## config.mk

```make
export PLATFORM = sky130hd
export DESIGN_NAME = wb_bus_rr_flat
export DESIGN_NICKNAME = d
export VERILOG_FILES = /design/src/rtl/wb_bus_rr_if.sv /design/src/rtl/wb_bus_rr.sv /design/src/flat_wrapper.sv
export SDC_FILE = /design/constraint.sdc
export NUM_CORES = 1
export LEC_CHECK = 0
export ABC_AREA = 1
export BUFFER_PORTS_ARGS = -buffer_cell sky130_fd_sc_hd__clkbuf_2
export CORE_AREA = 2 2 518 520
export CTS_BUF_LIST = sky130_fd_sc_hd__clkbuf_2
export DETAILED_ROUTE_END_ITERATION = 6
export DIE_AREA = 0 0 520 522
export MAX_ROUTING_LAYER = met4
export PLACE_DENSITY_LB_ADDON = 0.3
export SLEW_MARGIN = 20
export SYNTH_ARGS = -nofsm -noshare
export SYNTH_HDL_FRONTEND = slang
export SYNTH_SLANG_ARGS = --single-unit
```

## constraint.sdc

```tcl
create_clock -name clk_i -period 9.08 [get_ports clk_i]
set_input_delay 2.27 -clock clk_i [delete_from_list [all_inputs] [get_ports clk_i]]
set_output_delay 2.27 -clock clk_i [all_outputs]
set_load 0.05 [all_outputs]
```

## src/rtl/wb_bus_rr_if.sv

```systemverilog
// Wishbone B3 shared-bus bundle for wb_bus_rr: flat master-side and slave-side vectors.
// Modport slave is the interconnect's view; modport master is the surrounding system's view.
interface wb_bus_rr_if #(
  parameter int MASTERS = 2,
  parameter int SLAVES  = 10
);
  logic [32*MASTERS-1:0] m_adr_i, m_dat_i, m_dat_o;
  logic [4*MASTERS-1:0]  m_sel_i;
  logic [MASTERS-1:0]    m_we_i, m_cyc_i, m_stb_i;
  logic [3*MASTERS-1:0]  m_cti_i;
  logic [2*MASTERS-1:0]  m_bte_i;
  logic [MASTERS-1:0]    m_ack_o, m_err_o, m_rty_o;

  logic [32*SLAVES-1:0]  s_adr_o, s_dat_o, s_dat_i;
  logic [4*SLAVES-1:0]   s_sel_o;
  logic [SLAVES-1:0]     s_we_o, s_cyc_o, s_stb_o;
  logic [3*SLAVES-1:0]   s_cti_o;
  logic [2*SLAVES-1:0]   s_bte_o;
  logic [SLAVES-1:0]     s_ack_i, s_err_i, s_rty_i;

  logic bus_hold_i, bus_hold_ack_o;

  modport slave (
    input  m_adr_i, m_dat_i, m_sel_i, m_we_i, m_cyc_i, m_stb_i, m_cti_i, m_bte_i,
    output m_dat_o, m_ack_o, m_err_o, m_rty_o,
    output s_adr_o, s_dat_o, s_sel_o, s_we_o, s_cyc_o, s_stb_o, s_cti_o, s_bte_o,
    input  s_dat_i, s_ack_i, s_err_i, s_rty_i,
    input  bus_hold_i,
    output bus_hold_ack_o
  );

  modport master (
    output m_adr_i, m_dat_i, m_sel_i, m_we_i, m_cyc_i, m_stb_i, m_cti_i, m_bte_i,
    input  m_dat_o, m_ack_o, m_err_o, m_rty_o,
    input  s_adr_o, s_dat_o, s_sel_o, s_we_o, s_cyc_o, s_stb_o, s_cti_o, s_bte_o,
    output s_dat_i, s_ack_i, s_err_i, s_rty_i,
    output bus_hold_i,
    input  bus_hold_ack_o
  );
endinterface

```

## src/rtl/wb_bus_rr.sv

```systemverilog
// Wishbone B3 shared bus: round-robin arbiter, mask/base decode, error slave, watchdog, bus hold.
// Optional write snoop port enabled by defining WB_BUS_SNOOP_EN.
module wb_bus_rr_dec (
  input  logic [31:0] adr,
  input  logic [31:0] base,
  input  logic [31:0] mask,
  output logic        hit
);
  assign hit = ((adr & mask) == base);
endmodule

module wb_bus_rr #(
  parameter int MASTERS = 2,
  parameter int SLAVES  = 10,
  parameter logic [32*SLAVES-1:0] SLAVE_BASE = (32*SLAVES)'({
    32'hF000_0000, 32'hE000_0000, 32'hD000_0000, 32'hC000_0000,
    32'hB000_0000, 32'hA000_0000, 32'h9000_0000, 32'h8000_0000,
    32'h7000_0000, 32'h6000_0000, 32'h5000_0000, 32'h4000_0000,
    32'h3000_0000, 32'h2000_0000, 32'h1000_0000, 32'h0000_0000}),
  parameter logic [32*SLAVES-1:0] SLAVE_MASK = {SLAVES{32'hF000_0000}},
  parameter int TIMEOUT = 256
) (
  input  logic         clk_i,
  input  logic         rst_ni,
  wb_bus_rr_if.slave   bus
`ifdef WB_BUS_SNOOP_EN
  ,
  output logic [31:0]  snoop_adr_o,
  output logic         snoop_en_o
`endif
);
  localparam int MW = (MASTERS > 1) ? $clog2(MASTERS) : 1;
  localparam int SW = (SLAVES > 1) ? $clog2(SLAVES) : 1;
  localparam int WW = (TIMEOUT > 1) ? $clog2(TIMEOUT) : 1;

  typedef enum logic {IDLE, GRANTED} state_t;

  state_t          state, state_d;
  logic [MW-1:0]   gnt, gnt_d, last, last_d;
  logic            hold_ack, hold_ack_d;

  logic            gcyc, gstb, gwe;
  logic [31:0]     gadr, gdat;
  logic [3:0]      gsel;
  logic [2:0]      gcti;
  logic [1:0]      gbte;

  logic [SLAVES-1:0] hit_raw, hit;
  logic            any;
  logic [SW-1:0]   sidx;
  logic            sack, serr, srty, unmapped, err_out, term, wd_exp;
  logic            err_q;
  logic [WW-1:0]   wd_cnt;
  logic [31:0]     rdat;

  // State register: arbitration plus error-slave and watchdog state
  always_ff @(posedge clk_i or negedge rst_ni) begin
    if (!rst_ni) begin
      state    <= IDLE;
      gnt      <= '0;
      last     <= MW'(MASTERS-1);
      hold_ack <= 1'b0;
      err_q    <= 1'b0;
      wd_cnt   <= '0;
    end else begin
      state    <= state_d;
      gnt      <= gnt_d;
      last     <= last_d;
      hold_ack <= hold_ack_d;
      err_q    <= unmapped & ~err_q;
      wd_cnt   <= (TIMEOUT == 0 || !gstb || term || wd_exp) ? '0 : wd_cnt + 1'b1;
    end
  end

  // Next-state: hold parks the bus only from IDLE, so an owner is never pre-empted
  always_comb begin
    state_d    = state;
    gnt_d      = gnt;
    last_d     = last;
    hold_ack_d = 1'b0;
    unique case (state)
      IDLE: begin
        if (bus.bus_hold_i) begin
          hold_ack_d = 1'b1;
        end else if (|bus.m_cyc_i) begin
          logic found;
          int   j;
          found = 1'b0;
          j     = 0;
          for (int i = 1; i <= MASTERS; i++) begin
            j = (int'(last) + i) % MASTERS;
            if (!found && bus.m_cyc_i[j]) begin
              found = 1'b1;
              gnt_d = MW'(j);
            end
          end
          state_d = GRANTED;
          last_d  = gnt_d;
        end
      end
      GRANTED: begin
        if (!bus.m_cyc_i[gnt]) begin
          state_d = IDLE;
          gnt_d   = '0;
        end
      end
      default: state_d = IDLE;
    endcase
  end

  // Granted master's request, forced to zero when nobody owns the bus
  always_comb begin
    gcyc = (state == GRANTED) & bus.m_cyc_i[gnt];
    gstb = gcyc & bus.m_stb_i[gnt];
    gwe  = 1'b0;
    gadr = '0;
    gdat = '0;
    gsel = '0;
    gcti = '0;
    gbte = '0;
    if (gcyc) begin
      gwe  = bus.m_we_i[gnt];
      gadr = bus.m_adr_i[32*gnt +: 32];
      gdat = bus.m_dat_i[32*gnt +: 32];
      gsel = bus.m_sel_i[4*gnt +: 4];
      gcti = bus.m_cti_i[3*gnt +: 3];
      gbte = bus.m_bte_i[2*gnt +: 2];
    end
  end

  for (genvar s = 0; s < SLAVES; s++) begin : g_dec
    wb_bus_rr_dec u_dec (
      .adr  (gadr),
      .base (SLAVE_BASE[32*s +: 32]),
      .mask (SLAVE_MASK[32*s +: 32]),
      .hit  (hit_raw[s])
    );
  end

  // Output logic: lowest-index hit wins; ack blocks a same-cycle watchdog error
  always_comb begin
    hit  = '0;
    any  = 1'b0;
    sidx = '0;
    for (int s = 0; s < SLAVES; s++) begin
      if (hit_raw[s] && !any) begin
        hit[s] = 1'b1;
        any    = 1'b1;
        sidx   = SW'(s);
      end
    end
    sack     = gcyc & any & bus.s_ack_i[sidx];
    serr     = gcyc & any & bus.s_err_i[sidx];
    srty     = gcyc & any & bus.s_rty_i[sidx];
    unmapped = gstb & ~any;
    err_out  = err_q & unmapped;
    term     = sack | serr | srty | err_out;
    wd_exp   = (TIMEOUT != 0) && gstb && !term && (wd_cnt == WW'(TIMEOUT-1));
    rdat     = (gcyc & any) ? bus.s_dat_i[32*sidx +: 32] : 32'h0;

    bus.m_dat_o = '0;
    bus.m_ack_o = '0;
    bus.m_err_o = '0;
    bus.m_rty_o = '0;
    for (int m = 0; m < MASTERS; m++) bus.m_dat_o[32*m +: 32] = rdat;
    bus.m_ack_o[gnt] = sack;
    bus.m_err_o[gnt] = serr | err_out | wd_exp;
    bus.m_rty_o[gnt] = srty;

    bus.s_adr_o = '0;
    bus.s_dat_o = '0;
    bus.s_sel_o = '0;
    bus.s_cti_o = '0;
    bus.s_bte_o = '0;
    for (int s = 0; s < SLAVES; s++) begin
      bus.s_adr_o[32*s +: 32] = gadr;
      bus.s_dat_o[32*s +: 32] = gdat;
      bus.s_sel_o[4*s +: 4]   = gsel;
      bus.s_cti_o[3*s +: 3]   = gcti;
      bus.s_bte_o[2*s +: 2]   = gbte;
    end
    bus.s_we_o  = {SLAVES{gwe}};
    bus.s_cyc_o = {SLAVES{gcyc}} & hit;
    bus.s_stb_o = {SLAVES{gstb}} & hit;
    bus.bus_hold_ack_o = hold_ack;
  end

`ifdef WB_BUS_SNOOP_EN
  always_ff @(posedge clk_i or negedge rst_ni) begin
    if (!rst_ni) begin
      snoop_en_o  <= 1'b0;
      snoop_adr_o <= '0;
    end else begin
      snoop_en_o <= gwe & sack;
      if (gwe & sack) snoop_adr_o <= gadr;
    end
  end
`endif
endmodule

```

## src/flat_wrapper.sv

```systemverilog
// flat-port wrapper written by rule: the top's interface ports become plain ports
module wb_bus_rr_flat 
#(
  parameter int MASTERS = 2,
  parameter int SLAVES  = 10,
  parameter logic [32*SLAVES-1:0] SLAVE_BASE = (32*SLAVES)'({
    32'hF000_0000, 32'hE000_0000, 32'hD000_0000, 32'hC000_0000,
    32'hB000_0000, 32'hA000_0000, 32'h9000_0000, 32'h8000_0000,
    32'h7000_0000, 32'h6000_0000, 32'h5000_0000, 32'h4000_0000,
    32'h3000_0000, 32'h2000_0000, 32'h1000_0000, 32'h0000_0000}),
  parameter logic [32*SLAVES-1:0] SLAVE_MASK = {SLAVES{32'hF000_0000}},
  parameter int TIMEOUT = 256
)
  (clk_i, rst_ni, bus_m_adr_i, bus_m_dat_i, bus_m_sel_i, bus_m_we_i, bus_m_cyc_i, bus_m_stb_i, bus_m_cti_i, bus_m_bte_i, bus_m_dat_o, bus_m_ack_o, bus_m_err_o, bus_m_rty_o, bus_s_adr_o, bus_s_dat_o, bus_s_sel_o, bus_s_we_o, bus_s_cyc_o, bus_s_stb_o, bus_s_cti_o, bus_s_bte_o, bus_s_dat_i, bus_s_ack_i, bus_s_err_i, bus_s_rty_i, bus_bus_hold_i, bus_bus_hold_ack_o);
  wb_bus_rr_if #(.MASTERS(MASTERS), .SLAVES(SLAVES)) bus_i ();
  input  logic clk_i;
  input  logic rst_ni;
  input wire logic [$bits(bus_i.m_adr_i)-1:0] bus_m_adr_i;
  input wire logic [$bits(bus_i.m_dat_i)-1:0] bus_m_dat_i;
  input wire logic [$bits(bus_i.m_sel_i)-1:0] bus_m_sel_i;
  input wire logic [$bits(bus_i.m_we_i)-1:0] bus_m_we_i;
  input wire logic [$bits(bus_i.m_cyc_i)-1:0] bus_m_cyc_i;
  input wire logic [$bits(bus_i.m_stb_i)-1:0] bus_m_stb_i;
  input wire logic [$bits(bus_i.m_cti_i)-1:0] bus_m_cti_i;
  input wire logic [$bits(bus_i.m_bte_i)-1:0] bus_m_bte_i;
  output wire logic [$bits(bus_i.m_dat_o)-1:0] bus_m_dat_o;
  output wire logic [$bits(bus_i.m_ack_o)-1:0] bus_m_ack_o;
  output wire logic [$bits(bus_i.m_err_o)-1:0] bus_m_err_o;
  output wire logic [$bits(bus_i.m_rty_o)-1:0] bus_m_rty_o;
  output wire logic [$bits(bus_i.s_adr_o)-1:0] bus_s_adr_o;
  output wire logic [$bits(bus_i.s_dat_o)-1:0] bus_s_dat_o;
  output wire logic [$bits(bus_i.s_sel_o)-1:0] bus_s_sel_o;
  output wire logic [$bits(bus_i.s_we_o)-1:0] bus_s_we_o;
  output wire logic [$bits(bus_i.s_cyc_o)-1:0] bus_s_cyc_o;
  output wire logic [$bits(bus_i.s_stb_o)-1:0] bus_s_stb_o;
  output wire logic [$bits(bus_i.s_cti_o)-1:0] bus_s_cti_o;
  output wire logic [$bits(bus_i.s_bte_o)-1:0] bus_s_bte_o;
  input wire logic [$bits(bus_i.s_dat_i)-1:0] bus_s_dat_i;
  input wire logic [$bits(bus_i.s_ack_i)-1:0] bus_s_ack_i;
  input wire logic [$bits(bus_i.s_err_i)-1:0] bus_s_err_i;
  input wire logic [$bits(bus_i.s_rty_i)-1:0] bus_s_rty_i;
  input wire logic [$bits(bus_i.bus_hold_i)-1:0] bus_bus_hold_i;
  output wire logic [$bits(bus_i.bus_hold_ack_o)-1:0] bus_bus_hold_ack_o;
  assign bus_i.m_adr_i = bus_m_adr_i;
  assign bus_i.m_dat_i = bus_m_dat_i;
  assign bus_i.m_sel_i = bus_m_sel_i;
  assign bus_i.m_we_i = bus_m_we_i;
  assign bus_i.m_cyc_i = bus_m_cyc_i;
  assign bus_i.m_stb_i = bus_m_stb_i;
  assign bus_i.m_cti_i = bus_m_cti_i;
  assign bus_i.m_bte_i = bus_m_bte_i;
  assign bus_m_dat_o = bus_i.m_dat_o;
  assign bus_m_ack_o = bus_i.m_ack_o;
  assign bus_m_err_o = bus_i.m_err_o;
  assign bus_m_rty_o = bus_i.m_rty_o;
  assign bus_s_adr_o = bus_i.s_adr_o;
  assign bus_s_dat_o = bus_i.s_dat_o;
  assign bus_s_sel_o = bus_i.s_sel_o;
  assign bus_s_we_o = bus_i.s_we_o;
  assign bus_s_cyc_o = bus_i.s_cyc_o;
  assign bus_s_stb_o = bus_i.s_stb_o;
  assign bus_s_cti_o = bus_i.s_cti_o;
  assign bus_s_bte_o = bus_i.s_bte_o;
  assign bus_i.s_dat_i = bus_s_dat_i;
  assign bus_i.s_ack_i = bus_s_ack_i;
  assign bus_i.s_err_i = bus_s_err_i;
  assign bus_i.s_rty_i = bus_s_rty_i;
  assign bus_i.bus_hold_i = bus_bus_hold_i;
  assign bus_bus_hold_ack_o = bus_i.bus_hold_ack_o;
  wb_bus_rr #(.MASTERS(MASTERS), .SLAVES(SLAVES), .SLAVE_BASE(SLAVE_BASE), .SLAVE_MASK(SLAVE_MASK), .TIMEOUT(TIMEOUT)) u_core (.clk_i(clk_i), .rst_ni(rst_ni), .bus(bus_i));
endmodule
```

==> run_results.csv <==
group,metric,value,unit
drt,routedWlPerCell,20.7,um
clocking,cts_buffers,3,
grt,antenna_found_initial,113,
cells_and_area,final_common_cell,"clkbuf_2",
grt,grtUsageMet3,4.24,%
cells_and_area,drive_above_1_share,62.0,%
sta,max_freq,121,MHz
clocking,cts-root-buf,"clkbuf_2",
critical_path,worstSetupPathType,"input pin to output port",
placed_design,gp_congestion,0.834,
critical_path,cpMostUsedCell,"nand2_1",
clocking,clock_latency,0.40,ns
sta,setup_viol,0,
floorplanning,core_area,266000,sq um
grt,grt_pass1_vias,12300,
critical_path,cpPeakStageDelay,0.56,ns
sta,rsz0062_at_grt,"no",
placed_design,dp_hpwl,114,mm
drt,finalWirelength,124,mm
synthesis,yosysSeqAreaShare,3.10,%
synthesis,synth_area,10500,sq um
clocking,cts_resized,0,
cells_and_area,finalNetCount,2909,
synthesis,ys.flop_type,"dfrtp_1",
critical_path,cp.required,6.81,ns
synthesis,yosys.area.top_type,"buf_4",
synthesis,ys_seq_elements,13,
grt,grtUsageMet1,9.77,%
grt,grt_pass1_wl,148,mm
floorplanning,initial_core_util,3.95,%
cells_and_area,final_cell_mix,"1,289 x clkbuf_2, 290 x nand2_1, 183 x nor2_1",
pwr,power_leakage,8.49,nW
synthesis,ys_warn_count,0,
floorplanning,dieArea,271000,sq um
sta,final_max_slew_viol_count,0,
critical_path,critPathSlowestCell,"buf_4",
critical_path,cp-start-kind,"input pin",
cells_and_area,multi_input_area,4490,sq um
floorplanning,die_w,520,um
floorplanning,rows,190,
critical_path,cp_cell_sequence,"clkbuf_2, nand2_1, nand2_1, inv_1, nand3_2, nor2_2, nor2_4, nand2_8, inv_6, buf_4, nand2_1, nand3_1, nand2_1, nand2_1, nand3_1, nand2_1, inv_1, a21oi_1, buf_12",
clocking,clock-sinks,13,
clocking,clkTransAtPathRegs,0.17,ns
floorplanning,die_y,522,um
drt,vias,13900,
drt,drtIter0Drc,841,
drt,via_per_inst,2.30,
sta,min_period,8.29,ns
synthesis,syn_nets,2292,
synthesis,netlist_instances,1786,
clocking,post_cts_buffers,0,
synthesis,async_reset_ff_share,100,%
critical_path,worstPathMaxFanout,49,
grt,grt_util_met2,14.5,%
min_path,hold_path_class,"register to register",
cells_and_area,seq_area,330,sq um
grt,grtUsageTotal,8.79,%
drt,postRouteAntennaNets,0,
cells_and_area,syn_to_final_growth,67.7,%
clocking,hold_buffers,0,
pwr,p_per_area,382,nW/um^2
grt,overflow,0,
critical_path,ff2ff_path_depth,19,
sta,skew,0.0379,ns
sta,finalSetupTns,0,ns
grt,grt_max_degree,50,
cells_and_area,n_fill_cell,31800,
clocking,htree_num_levels,1,
clocking,cts_buffer_depth,2,
synthesis,synth_edf_count,0,
synthesis,synth_cell_types,38,
critical_path,critPathCaptureType,"output port",
outcome,violations,"design-rule violations",
outcome,status,"finished, violations left",
placed_design,portBuffers,1335,
sta,slew_headroom,14.8,%
synthesis,synth.avg_cell_area,5.90,sq um
sta,worst_slew_pin_slew,1.28,ns
min_path,holdPathStages,1,
pwr,ir_drop,0.272,mV
floorplanning,top_level_ports,1336,
clocking,cts_tree,"done",
grt,top_usage_layer,"met2",
sta,hold_viol,0,
drt,first_pass_iters,7,
drt,drc_errors,292,
synthesis,ys_top_cells_by_area,"buf_4 50%, nand2_1 10%, nor2_1 6.6%, o21ai_0 5.5%, a21oi_1 5.0%",
sta,period_share,91.3,%
critical_path,arrival,6.02,ns
synthesis,synth.top_cell.area_share,50.2,%
pwr,power,6.75,mW
job,cap_violations,0,
-- report_power, final --
part	total [mW]	switching, mW	internal [mW]
logic	6.59	5.35	1.24
clock network	0.0423	0.0324	0.00992
registers	0.120	0.0496	0.0701
-- per-layer routing --
layer | vias to the layer above | share of wire, %
met5 | - | 0
li1 | 6360 | -
met4 | 0 | 1.6
met2 | 939 | 47
met3 | 110 | 11
met1 | 6466 | 40
-- metrics by stage --
stage | instances | area [sq um] | util [%] | setup slack, ns | hold slack, ns
after detailed placement | 5950 | 17400 | 6.55 | 0.481 | 0.450
after global routing | 6011 | 17600 | 6.62 | 0.335 | 0.497
after global placement | 5950 | 17400 | 6.55 | 0.469 | 0.444
after CTS | 5954 | 17500 | 6.56 | 0.475 | 0.473
final | 6025 | 17700 | 6.63 | 0.793 | 0.463
after floorplan | 1786 | 10500 | - | 1.40 | 0.411
-- cell families (layout without fill, tap and decap cells) --
| family | Yosys count | in the layout | share of synthesized area [%] |
|---|---|---|---|
| AO/OA/AOI/OAI | 309 | 309 | 16.1 |
| XOR/XNOR | 3 | 3 | 0.249 |
| adder cells (fa/ha/maj) | 1 | 1 | 0.119 |
| buffers and inverters | 846 | 1462 | 55.9 |
| flip-flops | 13 | 13 | 3.10 |
| other | 0 | 71 | 0 |
| AND/OR/NAND/NOR | 614 | 614 | 24.6 |
-- cell type report --
| type | instances | area share (%) |
|---|---|---|
| Sequential cell | 13 | 1.87 |
| Clock buffer | 3 | 0.0850 |
| Timing Repair Buffer | 1407 | 45.3 |
| Inverter | 51 | 1.15 |
| Multi-Input combinational cell | 927 | 25.4 |
| Tap cell | 3552 | 25.2 |
| Antenna cell | 71 | 1.01 |
| Clock inverter | 1 | 0.0283 |
-- registers in the layout, indices dropped and copies added, names as in the netlist --
name / count
u_core.err_q: 1
u_core.gnt: 1
u_core.state: 1
u_core.wd_cnt: 8
u_core.bus.bus_hold_ack_o: 1
u_core.last: 1
-- synthesized netlist by cell type, types with 2 or more instances --
| cell | n |
|---|---|
| nor2_1 | 184 |
| buf_2 | 24 |
| nor2_2 | 9 |
| nand3_1 | 91 |
| or2_2 | 4 |
| o211ai_1 | 32 |
| clkinv_1 | 2 |
| clkbuf_1 | 53 |
| dfrtp_1 | 12 |
| inv_1 | 47 |
| nor2_4 | 6 |
| xnor2_1 | 2 |
| buf_4 | 705 |
| o21ai_0 | 115 |
| nand2_2 | 8 |
| buf_1 | 9 |
| nand3_2 | 3 |
| a21oi_1 | 106 |
| nor3_1 | 10 |
| nand2_1 | 290 |
| buf_6 | 4 |
| o21ai_1 | 19 |
| o22ai_1 | 32 |
| nand3b_1 | 5 |
-- worst max-delay path, delay by kind of cell --
family                 cells  cell delay [ns]
AO/OA/AOI/OAI              1             0.25
AND/OR/NAND/NOR           12             2.05
buffers and inverters      6             1.33
-- path summary, 6_finish.rpt --
path / start / end / slack, ns
min: u_core.err_q$_DFF_PN0_ / u_core.err_q$_DFF_PN0_ / 0.46
max: bus_m_adr_i[62] / bus_m_err_o[1] / 0.79
max reg2reg: u_core.gnt$_DFFE_PN0P_ / u_core.wd_cnt[6]$_DFF_PN0_ / 4.44
max in group asynchronous: rst_ni / u_core.wd_cnt[2]$_DFF_PN0_ / 6.96
min reg2reg: u_core.err_q$_DFF_PN0_ / u_core.err_q$_DFF_PN0_ / 0.46
min in group asynchronous: rst_ni / u_core.bus.bus_hold_ack_o$_DFF_PN0_ / 1.75
No activity file was read; power rests on OpenSTA's default activity.
